<file path="config.mk">
export PLATFORM = sky130hd
export DESIGN_NAME = mtm_spi_codeload_ctrl_flat
export DESIGN_NICKNAME = d
export VERILOG_FILES = /design/src/rtl/mtm_spi_codeload_ctrl_pkg.sv /design/src/rtl/mtm_spi_codeload_ctrl_if.sv /design/src/rtl/mtm_spi_bit_engine.sv /design/src/rtl/mtm_spi_codeload_ctrl.sv /design/src/flat_wrapper.sv
export SDC_FILE = /design/constraint.sdc
export NUM_CORES = 1
export LEC_CHECK = 0
export ABC_CLOCK_PERIOD_IN_PS = 5300
export BUFFER_PORTS_ARGS = -buffer_cell sky130_fd_sc_hd__buf_4
export CAP_MARGIN = 0
export CORE_MARGIN = 3
export CORE_UTILIZATION = 63
export CTS_BUF_LIST = sky130_fd_sc_hd__clkbuf_8
export CTS_CLUSTER_DIAMETER = 50
export DETAILED_ROUTE_END_ITERATION = 16
export PLACE_DENSITY_LB_ADDON = 0.1
export REMOVE_ABC_BUFFERS = 1
export SYNTH_ARGS = -nofsm -noshare
export SYNTH_HDL_FRONTEND = slang
export SYNTH_SLANG_ARGS = --single-unit
</file>
<file path="constraint.sdc">
create_clock -name clk -period 5.3 [get_ports clk]
set_input_delay 0.53 -clock clk [delete_from_list [all_inputs] [get_ports clk]]
set_output_delay 0.53 -clock clk [all_outputs]
set_load 0.01 [all_outputs]
</file>
<file path="src/rtl/mtm_spi_codeload_ctrl_pkg.sv">
// ============================================================================
// Module : mtm_codeload_pkg
// Brief  : Shared types and constants for the SPI flash codeload sequencer.
// Rev    : 1.0  initial release
// ============================================================================
`default_nettype none

package mtm_codeload_pkg;

  typedef enum logic [2:0] {
    IDLE  = 3'd0,
    CMD   = 3'd1,
    ADDR  = 3'd2,
    DATA  = 3'd3,
    WRITE = 3'd4,
    DONE  = 3'd5
  } codeload_state_t;

  localparam logic [7:0] SPI_CMD_READ = 8'h03;
  localparam int         CMD_BITS     = 8;
  localparam int         ADDR_BITS    = 24;
  localparam int         WORD_BITS    = 32;
  localparam int         LEN_W        = 6;

  // Flash bytes arrive first-byte-first; memory words are little-endian.
  function automatic logic [31:0] byte_swap32(input logic [31:0] w);
    return {w[7:0], w[15:8], w[23:16], w[31:24]};
  endfunction

endpackage

`default_nettype wire

</file>
<file path="src/rtl/mtm_spi_codeload_ctrl_if.sv">
// ============================================================================
// Module : mtm_spi_codeload_ctrl_if
// Brief  : Control, SPI pad and memory write-port bundle for the codeload block.
// Rev    : 1.0  initial release
// ============================================================================
`default_nettype none

interface mtm_spi_codeload_ctrl_if #(
  parameter int ADDR_W = 11
);
  logic              start;
  logic              skip;
  logic              ss;
  logic              sck;
  logic              mosi;
  logic              miso;
  logic              mem_we;
  logic [ADDR_W-1:0] mem_addr;
  logic [31:0]       mem_wdata;
  logic              mem_ready;
  logic              busy;
  logic              boot_done;

  modport master (
    input  start, skip, miso, mem_ready,
    output ss, sck, mosi, mem_we, mem_addr, mem_wdata, busy, boot_done
  );

  modport slave (
    output start, skip, miso, mem_ready,
    input  ss, sck, mosi, mem_we, mem_addr, mem_wdata, busy, boot_done
  );
endinterface

`default_nettype wire

</file>
<file path="src/rtl/mtm_spi_bit_engine.sv">
// ============================================================================
// Module : mtm_spi_bit_engine
// Brief  : Mode-0 SPI bit shifter: SCK divider, shift register and bit count.
// Rev    : 1.0  initial release
// ============================================================================
`default_nettype none

module mtm_spi_bit_engine
  import mtm_codeload_pkg::*;
#(
  parameter int SCK_DIV = 4
) (
  input  logic             clk,
  input  logic             rst,
  input  logic             go_i,
  input  logic [LEN_W-1:0] len_i,
  input  logic [31:0]      data_i,
  input  logic             miso_i,
  output logic             sck_o,
  output logic             mosi_o,
  output logic [31:0]      rx_o,
  output logic             done_o
);
  localparam int               DIV_W    = (SCK_DIV > 1) ? $clog2(SCK_DIV) : 1;
  localparam logic [DIV_W-1:0] DIV_LAST = DIV_W'(SCK_DIV - 1);

  logic             active_q;
  logic [DIV_W-1:0] div_q;
  logic             sck_q;
  logic             mosi_q;
  logic [LEN_W-1:0] bit_q;
  logic [LEN_W-1:0] len_q;
  logic [31:0]      shreg_q;

  logic [31:0]      tx_aligned;
  logic             phase_end;
  logic             last_bit;

  always_comb begin
    tx_aligned = data_i << (LEN_W'(WORD_BITS) - len_i);
    phase_end  = active_q && (div_q == DIV_LAST);
    last_bit   = (bit_q == (len_q - LEN_W'(1)));
  end

  // Asserted in the final high phase so the next transfer can be loaded on
  // the same edge that drops sck, keeping the bit stream gap-free.
  assign done_o = phase_end & sck_q & last_bit;

  always_ff @(posedge clk) begin
    if (rst) begin
      active_q <= 1'b0;
      div_q    <= '0;
      sck_q    <= 1'b0;
      mosi_q   <= 1'b0;
      bit_q    <= '0;
      len_q    <= '0;
      shreg_q  <= '0;
    end else if (go_i) begin
      active_q <= 1'b1;
      div_q    <= '0;
      sck_q    <= 1'b0;
      mosi_q   <= tx_aligned[31];
      bit_q    <= '0;
      len_q    <= len_i;
      shreg_q  <= tx_aligned;
    end else if (active_q) begin
      if (phase_end) begin
        div_q <= '0;
        if (!sck_q) begin
          sck_q   <= 1'b1;
          shreg_q <= {shreg_q[30:0], miso_i};
        end else begin
          sck_q <= 1'b0;
          if (last_bit) begin
            active_q <= 1'b0;
            mosi_q   <= 1'b0;
          end else begin
            bit_q  <= bit_q + LEN_W'(1);
            mosi_q <= shreg_q[31];
          end
        end
      end else begin
        div_q <= div_q + DIV_W'(1);
      end
    end
  end

  assign sck_o  = sck_q;
  assign mosi_o = mosi_q;
  assign rx_o   = shreg_q;

endmodule

`default_nettype wire

</file>
<file path="src/rtl/mtm_spi_codeload_ctrl.sv">
// ============================================================================
// Module : mtm_spi_codeload_ctrl
// Brief  : Boot sequencer copying a program image from SPI NOR into memory.
// Rev    : 1.0  initial release
// ============================================================================
`default_nettype none

module mtm_spi_codeload_ctrl
  import mtm_codeload_pkg::*;
#(
  parameter int          SCK_DIV    = 4,
  parameter int          WORD_COUNT = 2048,
  parameter int          ADDR_W     = 11,
  parameter logic [23:0] FLASH_BASE = 24'h000000
) (
  input  logic                    clk,
  input  logic                    rst,
  mtm_spi_codeload_ctrl_if.master bus
);
  localparam int               CNT_W    = $clog2(WORD_COUNT + 1);
  localparam logic [CNT_W-1:0] CNT_LAST = CNT_W'(WORD_COUNT - 1);

  codeload_state_t   state_q, state_d;
  logic              ss_q, ss_d;
  logic              mem_we_q, mem_we_d;
  logic              boot_done_q, boot_done_d;
  logic [ADDR_W-1:0] mem_addr_q, mem_addr_d;
  logic [31:0]       mem_wdata_q, mem_wdata_d;
  logic [CNT_W-1:0]  cnt_q, cnt_d;

  logic              eng_go;
  logic [LEN_W-1:0]  eng_len;
  logic [31:0]       eng_data;
  logic [31:0]       eng_rx;
  logic              eng_done;
  logic              eng_sck;
  logic              eng_mosi;

  mtm_spi_bit_engine #(
    .SCK_DIV (SCK_DIV)
  ) u_engine (
    .clk    (clk),
    .rst    (rst),
    .go_i   (eng_go),
    .len_i  (eng_len),
    .data_i (eng_data),
    .miso_i (bus.miso),
    .sck_o  (eng_sck),
    .mosi_o (eng_mosi),
    .rx_o   (eng_rx),
    .done_o (eng_done)
  );

  always_ff @(posedge clk) begin
    if (rst) begin
      state_q     <= IDLE;
      ss_q        <= 1'b1;
      mem_we_q    <= 1'b0;
      boot_done_q <= 1'b0;
      mem_addr_q  <= '0;
      mem_wdata_q <= '0;
      cnt_q       <= '0;
    end else begin
      state_q     <= state_d;
      ss_q        <= ss_d;
      mem_we_q    <= mem_we_d;
      boot_done_q <= boot_done_d;
      mem_addr_q  <= mem_addr_d;
      mem_wdata_q <= mem_wdata_d;
      cnt_q       <= cnt_d;
    end
  end

  always_comb begin
    state_d     = state_q;
    mem_addr_d  = mem_addr_q;
    mem_wdata_d = mem_wdata_q;
    cnt_d       = cnt_q;
    eng_go      = 1'b0;
    eng_len     = '0;
    eng_data    = '0;

    case (state_q)
      IDLE: begin
        if (bus.start) begin
          if (bus.skip) begin
            state_d = DONE;
          end else begin
            state_d  = CMD;
            eng_go   = 1'b1;
            eng_len  = LEN_W'(CMD_BITS);
            eng_data = 32'(SPI_CMD_READ);
          end
        end
      end
      CMD: begin
        if (eng_done) begin
          state_d  = ADDR;
          eng_go   = 1'b1;
          eng_len  = LEN_W'(ADDR_BITS);
          eng_data = {8'h00, FLASH_BASE};
        end
      end
      ADDR: begin
        if (eng_done) begin
          state_d = DATA;
          eng_go  = 1'b1;
          eng_len = LEN_W'(WORD_BITS);
        end
      end
      DATA: begin
        if (eng_done) begin
          state_d     = WRITE;
          mem_wdata_d = byte_swap32(eng_rx);
        end
      end
      WRITE: begin
        // Engine stays idle here, so sck/ss hold and the flash stream pauses.
        if (bus.mem_ready) begin
          cnt_d      = cnt_q + CNT_W'(1);
          mem_addr_d = mem_addr_q + ADDR_W'(1);
          if (cnt_q == CNT_LAST) begin
            state_d = DONE;
          end else begin
            state_d = DATA;
            eng_go  = 1'b1;
            eng_len = LEN_W'(WORD_BITS);
          end
        end
      end
      DONE: begin
        state_d = DONE;
      end
      default: begin
        state_d = IDLE;
      end
    endcase

    ss_d        = (state_d == IDLE) || (state_d == DONE);
    mem_we_d    = (state_d == WRITE);
    boot_done_d = boot_done_q | (state_q == DONE);
  end

  assign bus.ss        = ss_q;
  assign bus.sck       = eng_sck;
  assign bus.mosi      = eng_mosi;
  assign bus.mem_we    = mem_we_q;
  assign bus.mem_addr  = mem_addr_q;
  assign bus.mem_wdata = mem_wdata_q;
  assign bus.busy      = (state_q != IDLE) && (state_q != DONE);
  assign bus.boot_done = boot_done_q;

endmodule

`default_nettype wire

</file>
<file path="src/flat_wrapper.sv">
// flat-port wrapper written by rule: the top's interface ports become plain ports
module mtm_spi_codeload_ctrl_flat import mtm_codeload_pkg::*;
#(
  parameter int          SCK_DIV    = 4,
  parameter int          WORD_COUNT = 2048,
  parameter int          ADDR_W     = 11,
  parameter logic [23:0] FLASH_BASE = 24'h000000
)
  (clk, rst, bus_start, bus_skip, bus_miso, bus_mem_ready, bus_ss, bus_sck, bus_mosi, bus_mem_we, bus_mem_addr, bus_mem_wdata, bus_busy, bus_boot_done);
  mtm_spi_codeload_ctrl_if #(.ADDR_W(ADDR_W)) bus_i ();
  input  logic clk;
  input  logic rst;
  input wire logic [$bits(bus_i.start)-1:0] bus_start;
  input wire logic [$bits(bus_i.skip)-1:0] bus_skip;
  input wire logic [$bits(bus_i.miso)-1:0] bus_miso;
  input wire logic [$bits(bus_i.mem_ready)-1:0] bus_mem_ready;
  output wire logic [$bits(bus_i.ss)-1:0] bus_ss;
  output wire logic [$bits(bus_i.sck)-1:0] bus_sck;
  output wire logic [$bits(bus_i.mosi)-1:0] bus_mosi;
  output wire logic [$bits(bus_i.mem_we)-1:0] bus_mem_we;
  output wire logic [$bits(bus_i.mem_addr)-1:0] bus_mem_addr;
  output wire logic [$bits(bus_i.mem_wdata)-1:0] bus_mem_wdata;
  output wire logic [$bits(bus_i.busy)-1:0] bus_busy;
  output wire logic [$bits(bus_i.boot_done)-1:0] bus_boot_done;
  assign bus_i.start = bus_start;
  assign bus_i.skip = bus_skip;
  assign bus_i.miso = bus_miso;
  assign bus_i.mem_ready = bus_mem_ready;
  assign bus_ss = bus_i.ss;
  assign bus_sck = bus_i.sck;
  assign bus_mosi = bus_i.mosi;
  assign bus_mem_we = bus_i.mem_we;
  assign bus_mem_addr = bus_i.mem_addr;
  assign bus_mem_wdata = bus_i.mem_wdata;
  assign bus_busy = bus_i.busy;
  assign bus_boot_done = bus_i.boot_done;
  mtm_spi_codeload_ctrl #(.SCK_DIV(SCK_DIV), .WORD_COUNT(WORD_COUNT), .ADDR_W(ADDR_W), .FLASH_BASE(FLASH_BASE)) u_core (.clk(clk), .rst(rst), .bus(bus_i));
endmodule
</file>
* Word-level counts from Yosys, hierarchy flattened *
Index checks and enable logic that the tools add are counted.

word-level totals
  flip-flop bits (word level) = 110
  input port bits = 6
  output and inout port bits = 49
  word-level logic and storage cells = 94

operators by class
  add/subtract/negate cells = 6
  equal/unequal tests = 12
  shift operators = 1
  muxes and demuxes = 40
  bitwise gates (word level) = 4
  reduce and logical (&&, ||, !) cells = 17

operators by type and width
  kind                                                                      number
  32-bit 2-to-1 mux                                                         6
  32-bit by 6-bit << shifter with 32-bit output                             1
  6-bit 2-to-1 mux                                                          4
  6-bit one-hot mux with 4 select lines                                     1
  3-bit 2-to-1 mux                                                          7
  3-bit one-hot mux with 6 select lines                                     1
  1-bit 2-to-1 mux                                                          16
  12-bit by 1-bit adder with 12-bit output (second input constant)          1
  12-bit by 11-bit equality test with 1-bit output (second input constant)  1
  3-bit equality test (second input constant)                               4
  11-bit by 1-bit adder with 11-bit output (second input constant)          1
  6-bit by 1-bit adder with 6-bit output (second input constant)            1
  3-bit by 2-bit equality test with 1-bit output (second input constant)    2
  6-bit equality test                                                       1
  3-bit logical NOT                                                         2
  2-bit AND reduction                                                       3
  3-bit AND reduction                                                       2
  2-bit nonzero test                                                        3
  6-bit by 1-bit subtractor with 6-bit output (second input constant)       1
  6-bit subtractor (first input constant)                                   1
  5-bit 2-to-1 mux                                                          1
  2-bit 2-to-1 mux                                                          2
  4-bit 2-to-1 mux                                                          1
  4-bit AND reduction                                                       1
  13 further kinds                                                          16

* Logic depth before layout (Yosys ltp) *
  depth in word-level cells = 9
  gate-level depth with buffers = 10
  depth with buffers taken out = 10

* Modules after synthesis *
Synthesis repeated with hierarchy kept, for this count alone.

second synthesis, totals
  cell total of the unflattened synthesis = 779
  area, all modules = 6451.2 um2

by module, submodules not included
  module                 times used  cells an instance  area an instance (um2)  seq. area each (um2)
  mtm_spi_bit_engine     1           485                4007.6                  980.9
  mtm_spi_codeload_ctrl  1           294                2443.6                  1221.2

* Worst setup path after synthesis *
OpenSTA, ideal clock, no wires.

  kind = register to register
  start point = reg u_core.u_engine.len_q[3]
  end point = reg u_core.u_engine.shreg_q[24], in the netlist u_core.u_engine.rx_o[24]
  library setup time = 0.095 ns
  data arrival time = 2.294 ns
  required time = 5.205 ns
  slack = 2.911 ns
  cell stages (with the launch flop) = 10
  path buffers = 0
  clock period less this slack = 2.389 ns
  path through = dfxtp_1 inv_1 ha_1 xor2_2 nand4_2 or3_1 ha_1 nor3_1 nand2_1 a221oi_1

on the way
  word-level cells in the longest chain between the ends = 8
  elaborated cells on any way between the ends = 15
  classes of those cells = add/sub: 2; eq/ne: 2; shift: 1; mux: 6; bitwise: 1; reduce/logical: 3

RTL lines
  item                                                  RTL line                                                   source
  from (decl)                                           mtm_spi_bit_engine.sv:32                                   logic [LEN_W-1:0] len_q;
  from (signal assigned)                                mtm_spi_bit_engine.sv:64                                   len_q <= len_i;
  6-bit by 1-bit subtractor with 6-bit output (*)       mtm_spi_bit_engine.sv:42                                   last_bit = (bit_q == (len_q - LEN_W'(1)));
  6-bit equality test (*)                               mtm_spi_bit_engine.sv:42
  1-bit AND (*)                                         mtm_spi_bit_engine.sv:47                                   assign done_o = phase_end & sck_q & last_bit;
  5-bit 2-to-1 mux or 6-bit 2-to-1 mux (tied branches)  mtm_spi_codeload_ctrl.sv:97, mtm_spi_codeload_ctrl.sv:105
  6-bit one-hot mux with 4 select lines                 mtm_spi_codeload_ctrl.sv:83                                case (state_q)
  6-bit subtractor                                      mtm_spi_bit_engine.sv:40                                   tx_aligned = data_i << (LEN_W'(WORD_BITS) - len_i);
  32-bit by 6-bit << shifter with 32-bit output         mtm_spi_bit_engine.sv:40
  32-bit 2-to-1 mux                                     mtm_spi_bit_engine.sv:58                                   end else if (go_i) begin
  to (signal assigned)                                  mtm_spi_bit_engine.sv:65                                   shreg_q <= tx_aligned;
  to (signal assigned)                                  mtm_spi_bit_engine.sv:71                                   shreg_q <= {shreg_q[30:0], miso_i};
  to (decl)                                             mtm_spi_bit_engine.sv:33                                   logic [31:0] shreg_q;

Every way passes the cells marked *; elsewhere a longest branch is shown, timed or not.
A chain may end at the register's enable or synchronous reset.

* Worst setup path after layout *
  start point = reg u_core.u_engine.len_q[3]
  end point = reg u_core.u_engine.len_q[4]

on the way
  word-level cells in the longest chain between the ends = 5
  elaborated cells on any way between the ends = 7
  classes of those cells = add/sub: 1; eq/ne: 1; mux: 4; bitwise: 1

RTL lines
  item                                                                                            RTL line
  6-bit by 1-bit subtractor with 6-bit output (*)                                                 mtm_spi_bit_engine.sv:42
  6-bit equality test (*)                                                                         mtm_spi_bit_engine.sv:42
  1-bit AND (*)                                                                                   mtm_spi_bit_engine.sv:47
  5-bit 2-to-1 mux or 1-bit 2-to-1 mux (tied branches)                                            mtm_spi_codeload_ctrl.sv:97, mtm_spi_codeload_ctrl.sv:105
  6-bit one-hot mux with 4 select lines or 1-bit one-hot mux with 3 select lines (tied branches)  mtm_spi_codeload_ctrl.sv:83

Marks and branches as above.

==> flow_metrics.py <==
metrics = {
    "sta": {
        "hold_slack_ps": 422,
        "fin_crit_sh": 0.544,
        "rsz0062_at_grt": "no",
        "slew_headroom": 0.208,
        "fin_skew_ps": 13.4,
        "tns_ps": 0,
        "hold_viol": 0,
        "slew_viol_final": 0,
        "min_period_ps": 2890,
        "fmax_ghz": 0.347,
        "tightest_slew_ps": 1180,
        "setup_viol": 0,
    },
    "grt": {
        "grt_pass1_wl_um": 15100,
        "grt_pass1_vias": 3460,
        "grt_overflow": 0,
        "grt_max_degree": 66,
        "antenna_found_initial": 0,
        "grt_use_total": 0.214,
    },
    "die": {
        "die_area_um2": 8410,
        "row_count": 30,
        "coreArea_um2": 6940,
        "die_h_um": 91.7,
        "initial_core_util": 0.666,
        "pin_count": 55,
        "die_w_um": 91.7,
    },
    "logic_synthesis": {
        "netlist_area_um2": 4630,
        "yosysMostFrequentCell": "nand2_1",
        "synth-edff-count": 0,
        "ys_top_cells_by_count": "nand2_1, dfxtp_1, a21oi_2, a21oi_1, nor2_1",
        "async_flop_share": 0,
        "yosysSeqAreaShare": 0.463,
        "postSynthCellCount": 517,
        "synth.distinct_cells": 52,
        "synth.area.top_cells": "dfxtp_1, nand2_1, a21oi_2",
        "ys.flop_type": "dfxtp_1",
        "synth_top_area_share": 0.463,
        "syn_avg_cell_area_um2": 8.95,
        "ys_ff_latch": 107,
        "yosys.area.top_type": "dfxtp_1",
        "ys_warn_count": 0,
    },
    "run": {
        "maxCapViolations": 0,
    },
    "clock_tree": {
        "htreeDepth": 3,
        "clk_pin_slew_ps": 110,
        "cts-root-buf": "clkbuf_8",
        "cts_resized": 0,
        "clk_latency_ps": 360,
        "clockBufferDepth": 2,
        "hold_buffers": 0,
        "cts_tree": "yes",
        "cts.sink_count": 107,
        "post_cts_buffers": 0,
        "cts-buffers-inserted": 9,
    },
    "worst_setup_path": {
        "cp_top_family": "compound AO/OA/AOI/OAI gates",
        "required_ps": 5490,
        "path_buf_inv": 1,
        "cp_slowest_cell": "o211ai_4",
        "cp.arrival_ps": 3080,
        "critical_path.max_fanout": 39,
        "cp_slowest_stage_delay_ps": 930,
        "cp-start-kind": "register",
        "end_kind": "register",
        "critPathKind": "reg2reg",
        "r2r-start": "u_core.u_engine.len_q[3]$_SDFFE_PP0P_",
        "worstPathCellList": "inv_1, ha_1, xor2_2, nand4_2, o21a_2, o211ai_4, o22ai_1",
        "cp-startpoint": "u_core.u_engine.len_q[3]$_SDFFE_PP0P_",
    },
    "layout": {
        "finalNetCount": 565,
        "antenna_cells": 0,
        "drive_gt1_frac": 0.278,
        "design_area_um2": 5160,
        "area_growth_pct": 11.4,
    },
    "route": {
        "antenna_left": 0,
        "drt-initial-drc-count": 136,
        "dr.pass1.iters": 4,
        "wire_per_inst_um": 13.6,
        "avgViaCountPerCell": 5.56,
        "vias": 3635,
        "drcViolationCount": 0,
        "drt_wl_total_um": 8900,
    },
    "pwr": {
        "leakage_nw": 1.83,
        "cellPowerDensity_nw_per_um2": 262,
        "max-vdd-ir-drop_mv": 0.159,
        "power.total_mw": 1.35,
    },
    "placed_design": {
        "place.gp.congestion": 0.792,
        "portBuffers": 54,
        "dpl_cell_area_um2": 4980,
        "dp_hpwl_um": 5890,
    },
    "hold_path": {
        "hold_path_class": "in2reg",
        "min_from": "bus_miso",
    },
    "run_status": {
        "outcome": "completed",
    },
}
## cell families (layout without fill, tap and decap cells)
group / count (synthesis) / in the layout / share of synthesized area
adders and majority gates: 6 / 6 / 0.0162
buffers and inverters: 38 / 79 / 0.0460
muxes: 2 / 2 / 0.00433
xor gates and xnor gates: 26 / 26 / 0.0581
AOI/OAI and AO/OA: 108 / 108 / 0.168
and+or+nand+nor: 230 / 230 / 0.244
DFF: 107 / 107 / 0.463
## area by class of cell
cell class                 count  area, µm²
inverter                       8       30.0
clock buffer                   9        124
tap                           96        120
sequential                   107       2140
multi-input combinational    372       2270
timing repair buffer          55        413
clock inverter                 7       52.6
fill                         541       1790
## placed cells by master, fill, tap and decap left out, types with 3 or more instances in the layout
master / n
nand3_1: 10
inv_1: 9
ha_1: 6
nand2_2: 30
a21oi_2: 40
xnor2_1: 7
dfxtp_1: 107
o22ai_1: 5
or3_1: 7
a21oi_1: 34
and3_1: 7
nand4_1: 6
o21ai_0: 7
nor2b_1: 3
nor2_1: 31
clkbuf_8: 9
nand2_1: 119
a31oi_1: 4
a211oi_1: 4
buf_4: 55
xor2_1: 16
## state kept, by name (all words and copies together) (netlist names)
signal                    flops
u_core.bus.boot_done          1
u_core.bus.mem_addr          11
u_core.bus.mem_wdata         32
u_core.bus.mem_we             1
u_core.bus.ss                 1
u_core.cnt_q                 12
u_core.state_q                3
u_core.u_engine.active_q      1
u_core.u_engine.bit_q         6
u_core.u_engine.div_q         2
u_core.u_engine.len_q         3
u_core.u_engine.mosi_o        1
u_core.u_engine.rx_o         32
u_core.u_engine.sck_o         1
## power breakdown
| group | internal [mW] | switching (mW) |
|---|---|---|
| clock network | 0.174 | 0.280 |
| logic | 0.0262 | 0.0452 |
| registers | 0.812 | 0.0115 |
| total | 1.01 | 0.336 |
## worst register-to-register path: cells and delay by family (launching register included)
| family | cells | cell delay [ps] |
|---|---|---|
| AOI/OAI and AO/OA | 3 | 1420 |
| DFF | 1 | 460 |
| adders and majority gates | 1 | 330 |
| buffers and inverters | 1 | 80 |
| and+or+nand+nor | 1 | 200 |
| xor gates and xnor gates | 1 | 250 |
## per-stage QoR
stage / instances / utilization / setup slack (ps)
floorplan: 487 / - / 2280
global placement: 638 / 0.717 / 2510
detailed placement: 638 / 0.717 / 2430
CTS: 654 / 0.743 / 2430
global route: 654 / 0.743 / 2230
finish: 654 / 0.743 / 2410
## per-layer routing
| layer | vias to the layer above | track usage | share of wire |
|---|---|---|---|
| li1 | 1816 | - | - |
| met1 | 1727 | 0.257 | 0.43 |
| met2 | 83 | 0.382 | 0.51 |
| met3 | 9 | 0.0541 | 0.051 |
| met4 | 0 | 0.0557 | 0.0088 |
| met5 | - | 0 | 0 |
## final timing paths
kind | slack [ps] | end | cells after the start
setup / recovery | 2410 | u_core.u_engine.len_q[4]$_SDFFE_PP0P_ | 7
hold reg to reg | 460 | u_core.bus.mem_wdata[22]$_SDFFE_PP0P_ | 2
setup reg to reg | 2410 | u_core.u_engine.len_q[4]$_SDFFE_PP0P_ | 7
hold / removal | 420 | u_core.u_engine.rx_o[0]$_SDFFE_PP0P_ | 3
(Power assumes the default switching activity.)
